$ cat src/rtl/rr_arbiter_4x_nbit_if.sv
// rtl/rr_arbiter_4x_nbit_if.sv - handshake bundle between four producers, the arbiter and one consumer
//
// Purpose: groups the request side (valid/ready/last plus the four data
// words a..d) and the single output channel (valid/ready/data/sel) together
// with the busy flag, so the arbiter and its environment share one port.
//
// Ports (signals):
//   req_valid[3:0]   producer -> arbiter   word pending per requester (0=a..3=d)
//   req_ready[3:0]   arbiter  -> producer  one-hot accept strobe, or 0
//   req_last[3:0]    producer -> arbiter   current word closes the packet
//   a, b, c, d       producer -> arbiter   requester data words
//   out_valid        arbiter  -> consumer  out_data/out_sel hold a word
//   out_ready        consumer -> arbiter   consumer takes the word this cycle
//   out_data         arbiter  -> consumer  registered winning word
//   out_sel[1:0]     arbiter  -> consumer  index of the supplying requester
//   busy             arbiter  -> consumer  output word held or packet lock held
//
// Modports: master = producers/consumer side, slave = arbiter side.

interface rr_arbiter_4x_nbit_if #(
  parameter int BUS_WIDTH = 8
);
  logic [3:0]           req_valid;
  logic [3:0]           req_ready;
  logic [3:0]           req_last;
  logic [BUS_WIDTH-1:0] a;
  logic [BUS_WIDTH-1:0] b;
  logic [BUS_WIDTH-1:0] c;
  logic [BUS_WIDTH-1:0] d;
  logic                 out_valid;
  logic                 out_ready;
  logic [BUS_WIDTH-1:0] out_data;
  logic [1:0]           out_sel;
  logic                 busy;

  modport master (
    output req_valid, req_last, a, b, c, d, out_ready,
    input  req_ready, out_valid, out_data, out_sel, busy
  );

  modport slave (
    input  req_valid, req_last, a, b, c, d, out_ready,
    output req_ready, out_valid, out_data, out_sel, busy
  );
endinterface

$ cat src/rtl/rr_arbiter_4x_nbit.sv
// rtl/rr_arbiter_4x_nbit.sv - round-robin 4:1 arbiter with a one-entry registered output stage
//
// Purpose: shares one BUS_WIDTH output channel between four valid/ready
// requesters. Each cycle the output stage can load (empty, or being drained),
// the first requesting index found from ptr upward (mod 4) is granted, its
// word is captured into the output register and ptr moves past the winner.
//
// Optional feature (macro ARB_LOCK_EN): packet lock. Once a requester wins,
// only it may win again until a word with its req_last bit set is accepted;
// the pointer then moves past it. Without the macro req_last is ignored and
// arbitration is per word.
//
// Ports:
//   clk    rising-edge clock
//   rst_n  asynchronous active-low reset (also forces req_ready to 0)
//   bus    rr_arbiter_4x_nbit_if.slave: req_valid/req_ready/req_last, a..d,
//          out_valid/out_ready/out_data/out_sel, busy

module rr_arbiter_4x_nbit #(
  parameter int BUS_WIDTH = 8
) (
  input  logic                   clk,
  input  logic                   rst_n,
  rr_arbiter_4x_nbit_if.slave    bus
);

  typedef enum logic {
    EMPTY = 1'b0,
    FULL  = 1'b1
  } state_t;

  state_t               state;
  logic [1:0]           ptr;
  logic                 lock;

  logic                 can_load;
  logic [3:0]           eligible;
  logic [7:0]           doubled;
  logic [3:0]           rotated;
  logic                 any_req;
  logic [1:0]           offset;
  logic [1:0]           grant;
  logic                 accept;
  logic [BUS_WIDTH-1:0] mux_word;

`ifdef ARB_LOCK_EN
  logic [1:0]           owner;
`else
  logic                 unused_last;

  assign lock        = 1'b0;
  assign unused_last = ^bus.req_last;
`endif

  // Grant selection: rotate the eligible vector so ptr lands on bit 0, take
  // the lowest set bit there, then rotate the index back by adding ptr.
  always_comb begin
    can_load = (state == EMPTY) || bus.out_ready;

    eligible = bus.req_valid;
`ifdef ARB_LOCK_EN
    // While a packet is in flight only its owner is a candidate; if the
    // owner has nothing pending, nobody is granted.
    if (lock) begin
      eligible = bus.req_valid & (4'b0001 << owner);
    end
`endif

    doubled = {eligible, eligible} >> ptr;
    rotated = doubled[3:0];
    any_req = |rotated;

    if (rotated[0]) begin
      offset = 2'd0;
    end else if (rotated[1]) begin
      offset = 2'd1;
    end else if (rotated[2]) begin
      offset = 2'd2;
    end else begin
      offset = 2'd3;
    end

    grant = ptr + offset;

    // rst_n gates the accept so no producer sees a ready during reset.
    accept        = can_load && any_req && rst_n;
    bus.req_ready = accept ? (4'b0001 << grant) : 4'b0000;

    case (grant)
      2'd0:    mux_word = bus.a;
      2'd1:    mux_word = bus.b;
      2'd2:    mux_word = bus.c;
      default: mux_word = bus.d;
    endcase
  end

  // Output stage: EMPTY/FULL is exactly out_valid. A capture always wins over
  // a drain, which gives one word per cycle while out_ready stays high.
  always_ff @(posedge clk or negedge rst_n) begin
    if (!rst_n) begin
      state        <= EMPTY;
      bus.out_data <= '0;
      bus.out_sel  <= 2'd0;
      ptr          <= 2'd0;
`ifdef ARB_LOCK_EN
      lock         <= 1'b0;
      owner        <= 2'd0;
`endif
    end else begin
      if (accept) begin
        state        <= FULL;
        bus.out_data <= mux_word;
        bus.out_sel  <= grant;
`ifdef ARB_LOCK_EN
        if (bus.req_last[grant]) begin
          lock <= 1'b0;
          ptr  <= grant + 2'd1;
        end else begin
          // Pointer stays put mid-packet; the owner keeps the channel.
          lock  <= 1'b1;
          owner <= grant;
        end
`else
        ptr <= grant + 2'd1;
`endif
      end else if (bus.out_ready) begin
        state <= EMPTY;
      end
    end
  end

  assign bus.out_valid = (state == FULL);
  assign bus.busy      = (state == FULL) || lock;

endmodule

$ cat src/flat_wrapper.sv
// flat-port wrapper written by rule: the top's interface ports become plain ports
module rr_arbiter_4x_nbit_flat 
#(
  parameter int BUS_WIDTH = 8
)
  (clk, rst_n, bus_req_valid, bus_req_last, bus_a, bus_b, bus_c, bus_d, bus_out_ready, bus_req_ready, bus_out_valid, bus_out_data, bus_out_sel, bus_busy);
  rr_arbiter_4x_nbit_if #(.BUS_WIDTH(BUS_WIDTH)) bus_i ();
  input  logic clk;
  input  logic rst_n;
  input wire logic [$bits(bus_i.req_valid)-1:0] bus_req_valid;
  input wire logic [$bits(bus_i.req_last)-1:0] bus_req_last;
  input wire logic [$bits(bus_i.a)-1:0] bus_a;
  input wire logic [$bits(bus_i.b)-1:0] bus_b;
  input wire logic [$bits(bus_i.c)-1:0] bus_c;
  input wire logic [$bits(bus_i.d)-1:0] bus_d;
  input wire logic [$bits(bus_i.out_ready)-1:0] bus_out_ready;
  output wire logic [$bits(bus_i.req_ready)-1:0] bus_req_ready;
  output wire logic [$bits(bus_i.out_valid)-1:0] bus_out_valid;
  output wire logic [$bits(bus_i.out_data)-1:0] bus_out_data;
  output wire logic [$bits(bus_i.out_sel)-1:0] bus_out_sel;
  output wire logic [$bits(bus_i.busy)-1:0] bus_busy;
  assign bus_i.req_valid = bus_req_valid;
  assign bus_i.req_last = bus_req_last;
  assign bus_i.a = bus_a;
  assign bus_i.b = bus_b;
  assign bus_i.c = bus_c;
  assign bus_i.d = bus_d;
  assign bus_i.out_ready = bus_out_ready;
  assign bus_req_ready = bus_i.req_ready;
  assign bus_out_valid = bus_i.out_valid;
  assign bus_out_data = bus_i.out_data;
  assign bus_out_sel = bus_i.out_sel;
  assign bus_busy = bus_i.busy;
  rr_arbiter_4x_nbit #(.BUS_WIDTH(BUS_WIDTH)) u_core (.clk(clk), .rst_n(rst_n), .bus(bus_i));
endmodule
$ cat config.mk
export PLATFORM = sky130hd
export DESIGN_NAME = rr_arbiter_4x_nbit_flat
export DESIGN_NICKNAME = d
export VERILOG_FILES = /design/src/rtl/rr_arbiter_4x_nbit_if.sv /design/src/rtl/rr_arbiter_4x_nbit.sv /design/src/flat_wrapper.sv
export SDC_FILE = /design/constraint.sdc
export NUM_CORES = 1
export LEC_CHECK = 0
export CAP_MARGIN = 20
export CORE_ASPECT_RATIO = 1.1
export CORE_MARGIN = 8
export CORE_UTILIZATION = 38
export DETAILED_ROUTE_END_ITERATION = 8
export GPL_ROUTABILITY_DRIVEN = 0
export PLACE_DENSITY = 0.85
export SLEW_MARGIN = 40
export SYNTH_ARGS = -nofsm -noshare
export SYNTH_HDL_FRONTEND = slang
export SYNTH_SLANG_ARGS = --single-unit
$ cat constraint.sdc
create_clock -name clk -period 4 [get_ports clk]
set_clock_uncertainty 0.15 [all_clocks]
set_input_delay 1 -clock clk [delete_from_list [all_inputs] [get_ports clk]]
set_output_delay 1 -clock clk [all_outputs]
set_load 0.1 [all_outputs]
==> impl_metrics.env <==
export IMPL_slowest_delay_ns=0.31
export IMPL_cts_sinks=13
export IMPL_clkLatencyLatePin_ns=0.27
export IMPL_synth_distinct_cells=30
export IMPL_slew_viol_final=0
export IMPL_max_freq_mhz=254.2
export IMPL_cp_max_fo=6
export IMPL_drt_pass1_iterations=4
export IMPL_ant_nets=0
export IMPL_min_period_ns=3.934
export IMPL_start_util_pct=38.80
export IMPL_drc_errors=0
export IMPL_worstPathArrival_ns=2.78
export IMPL_overflow=0
export IMPL_grt_max_degree=17
export IMPL_syn_inst=108
export IMPL_required_ns=2.85
export IMPL_hold_ws_ns=0.3371
export IMPL_cts_root_buf="clkbuf_4"
export IMPL_htreeDepth=1
export IMPL_crit_chain="dlygate4sd2_1 > buf_4 > nor2b_1 > o21ai_1 > nand3_1 > xor2_4 > inv_1 > ha_1 > and2_2 > buf_12"
export IMPL_crit_path_end_kind="output pin"
export IMPL_grt_pass1_wl_um=5257
export IMPL_routedWlPerCell_um=16.40
export IMPL_ys_seq_elements=13
export IMPL_wl_um=3379
export IMPL_std_cell_rows=20
export IMPL_antenna_found_initial=0
export IMPL_port_buffers=54
export IMPL_die_w_um=66.09
export IMPL_viasPerCell=5.199
export IMPL_area_growth_pct=61.57
export IMPL_status="completed"
export IMPL_synth_nets=155
export IMPL_synthesis_area_sq_um=1049
export IMPL_hold_class="reg2reg"
export IMPL_path_buf_inv=4
export IMPL_path_clk_slew_ns=0.09
export IMPL_grt_pass1_vias=1162
export IMPL_post_dp_hpwl_um=2657
export IMPL_tightestPinTransition_ns=0.4989
export IMPL_grt_usage_pct=13.72
export IMPL_path_delay_family="buffers and inverters"
export IMPL_avgSynthCellArea_sq_um=9.708
export IMPL_postLayoutCellArea_sq_um=1694
export IMPL_min_period_over_period_pct=98.35
export IMPL_hold_viol=0
export IMPL_holdBufCountCts=0
export IMPL_vias=1071
export IMPL_ios=59
export IMPL_core_area_sq_um=2703
export IMPL_n_antenna_cell=0
export IMPL_cts_buffer_depth=2
export IMPL_cts_tree="done"
export IMPL_worstSetupPathType="in2out"
export IMPL_critPathLaunchType="primary input"
export IMPL_drive_gt1_share_pct=30.64
export IMPL_ys_warn_count=0
export IMPL_dieHeight_um=71.09
export IMPL_drtIter0Drc=34
export IMPL_maxCapViolCount=0
export IMPL_setup_viol=0
export IMPL_slew_headroom_pct=66.97
export IMPL_cpMaxStageDelayCell="dlygate4sd2_1"
export IMPL_seq_area_frac_synth_pct=31.03
export IMPL_rsz0062_at_grt="false"
export IMPL_finalNetCount=221
export IMPL_dpl_cell_area_sq_um=1644
export IMPL_die_area_sq_um=4698
export IMPL_cts_made_buffers=3
==> timing repair <==
item | in CTS | in global routing
setup endpoints to repair | 3 | 3
pin swaps | 3 | 2
setup buffers | 1 | 1
cloned | 0 | 0
resized for setup | 7 | 6
==> layer usage <==
| metal | global-route usage, % | vias to the layer above | wire, um |
|---|---|---|---|
| li1 | - | 521 | - |
| met1 | 13.85 | 515 | 1305 |
| met2 | 26.96 | 35 | 1878 |
| met3 | 3.633 | 0 | 195 |
| met4 | 1.900 | 0 | 0 |
| met5 | 0 | - | 0 |
==> area by class of cell <==
cell class | instances | area, sq um
Tap cell | 33 | 41.29
Sequential cell | 13 | 325.3
Timing Repair Buffer | 68 | 613.1
Fill cell | 230 | 1008
Multi-Input combinational cell | 77 | 646.9
Inverter | 11 | 41.29
Clock buffer | 4 | 26.28
==> kinds of logic (layout without fill, tap and decap cells) <==
family / Yosys count / in the layout / share of synthesized area [%]
compound gates: 34 / 34 / 28.04
simple gates: 29 / 29 / 15.27
buf+inv: 18 / 83 / 10.26
flops: 13 / 13 / 31.03
mux: 9 / 9 / 9.069
fa+ha+maj: 4 / 4 / 4.773
xor+xnor: 1 / 1 / 1.552
==> final timing paths <==
path / from / endpoint / slack, ns / depth (start not counted)
min in group asynchronous: rst_n / u_core.bus.out_sel[0] / 0.96 / 2
setup / recovery: bus_req_valid[2] / bus_req_ready[1] / 0.07 / 10
hold / removal: u_core.bus.out_sel[0] / u_core.bus.out_sel[0] / 0.34 / 2
max in group asynchronous: rst_n / u_core.bus.out_data[1] / 2.57 / 2
setup reg to reg: u_core.ptr[1] / u_core.bus.out_data[5] / 1.05 / 13
hold reg to reg: u_core.bus.out_sel[0] / u_core.bus.out_sel[0] / 0.34 / 2
==> cells in the final DEF (no fill, tap or decap), types with 6 or more instances in the layout <==
| cell | Yosys | routed |
|---|---|---|
| clkdlybuf4s50_1 | 0 | 34 |
| mux2i_1 | 8 | 8 |
| dfrtp_1 | 13 | 13 |
| buf_2 | 0 | 12 |
| a21o_1 | 8 | 8 |
| o41ai_2 | 6 | 6 |
| inv_1 | 10 | 10 |
| nand2_1 | 6 | 6 |
| nand2b_1 | 9 | 9 |
| buf_4 | 2 | 14 |
| a22oi_1 | 8 | 8 |
==> worst register-to-register path, stage by stage (launching register included) <==
cell	delay (ns)
dfrtp_1	0.47
nand2b_1	0.19
a21oi_2	0.15
nor3_1	0.06
a21oi_1	0.15
ha_2	0.25
xor2_4	0.20
buf_4	0.14
buf_4	0.16
ha_1	0.39
nand2b_1	0.09
mux2i_1	0.22
a21o_1	0.14
o41ai_2	0.07
==> registers in the layout, summed over array words and instances, names as in the netlist <==
signal               flops
u_core.bus.busy          1
u_core.bus.out_data      8
u_core.bus.out_sel       2
u_core.ptr               2
==> metrics by stage <==
stage	setup TNS [ns]	utilization, %	std cells	worst slack [ns]
final	0	62.69	206	0.06587
after global routing	0	62.69	206	0.01102
after CTS	0	62.41	205	0.03398
after detailed placement	-0.6313	60.83	200	-0.2636
after global placement	-0.3959	63.06	200	-0.1898
after floorplan	-0.3166	-	108	-0.3166
==> Yosys cell counts, drive strengths merged <==
cell	instances	share of area (%)
or4	1	0.72
mux2	1	1.4
mux2i	8	7.6
a21o	8	5.7
o41ai	8	11
nand2	6	2.1
and2	2	1.2
a22oi	8	5.7
dfrtp	13	31
or2b	1	0.84
inv	11	3.9
xor2	1	1.6
o21ai	4	1.9
o211ai	1	0.72
and3	1	0.60
a2111o	1	1.1
clkbuf	1	0.36
nor2	4	1.4
nand2b	9	5.4
nand3	2	1.4
ha	4	4.8
a21oi	4	1.9
buf	6	6.0
nor2b	1	0.60
nor3	2	0.95
Power is left out: the tool's default activity adds up to more than one toggle a clock period on the data nets, which glitch-free logic cannot reach.
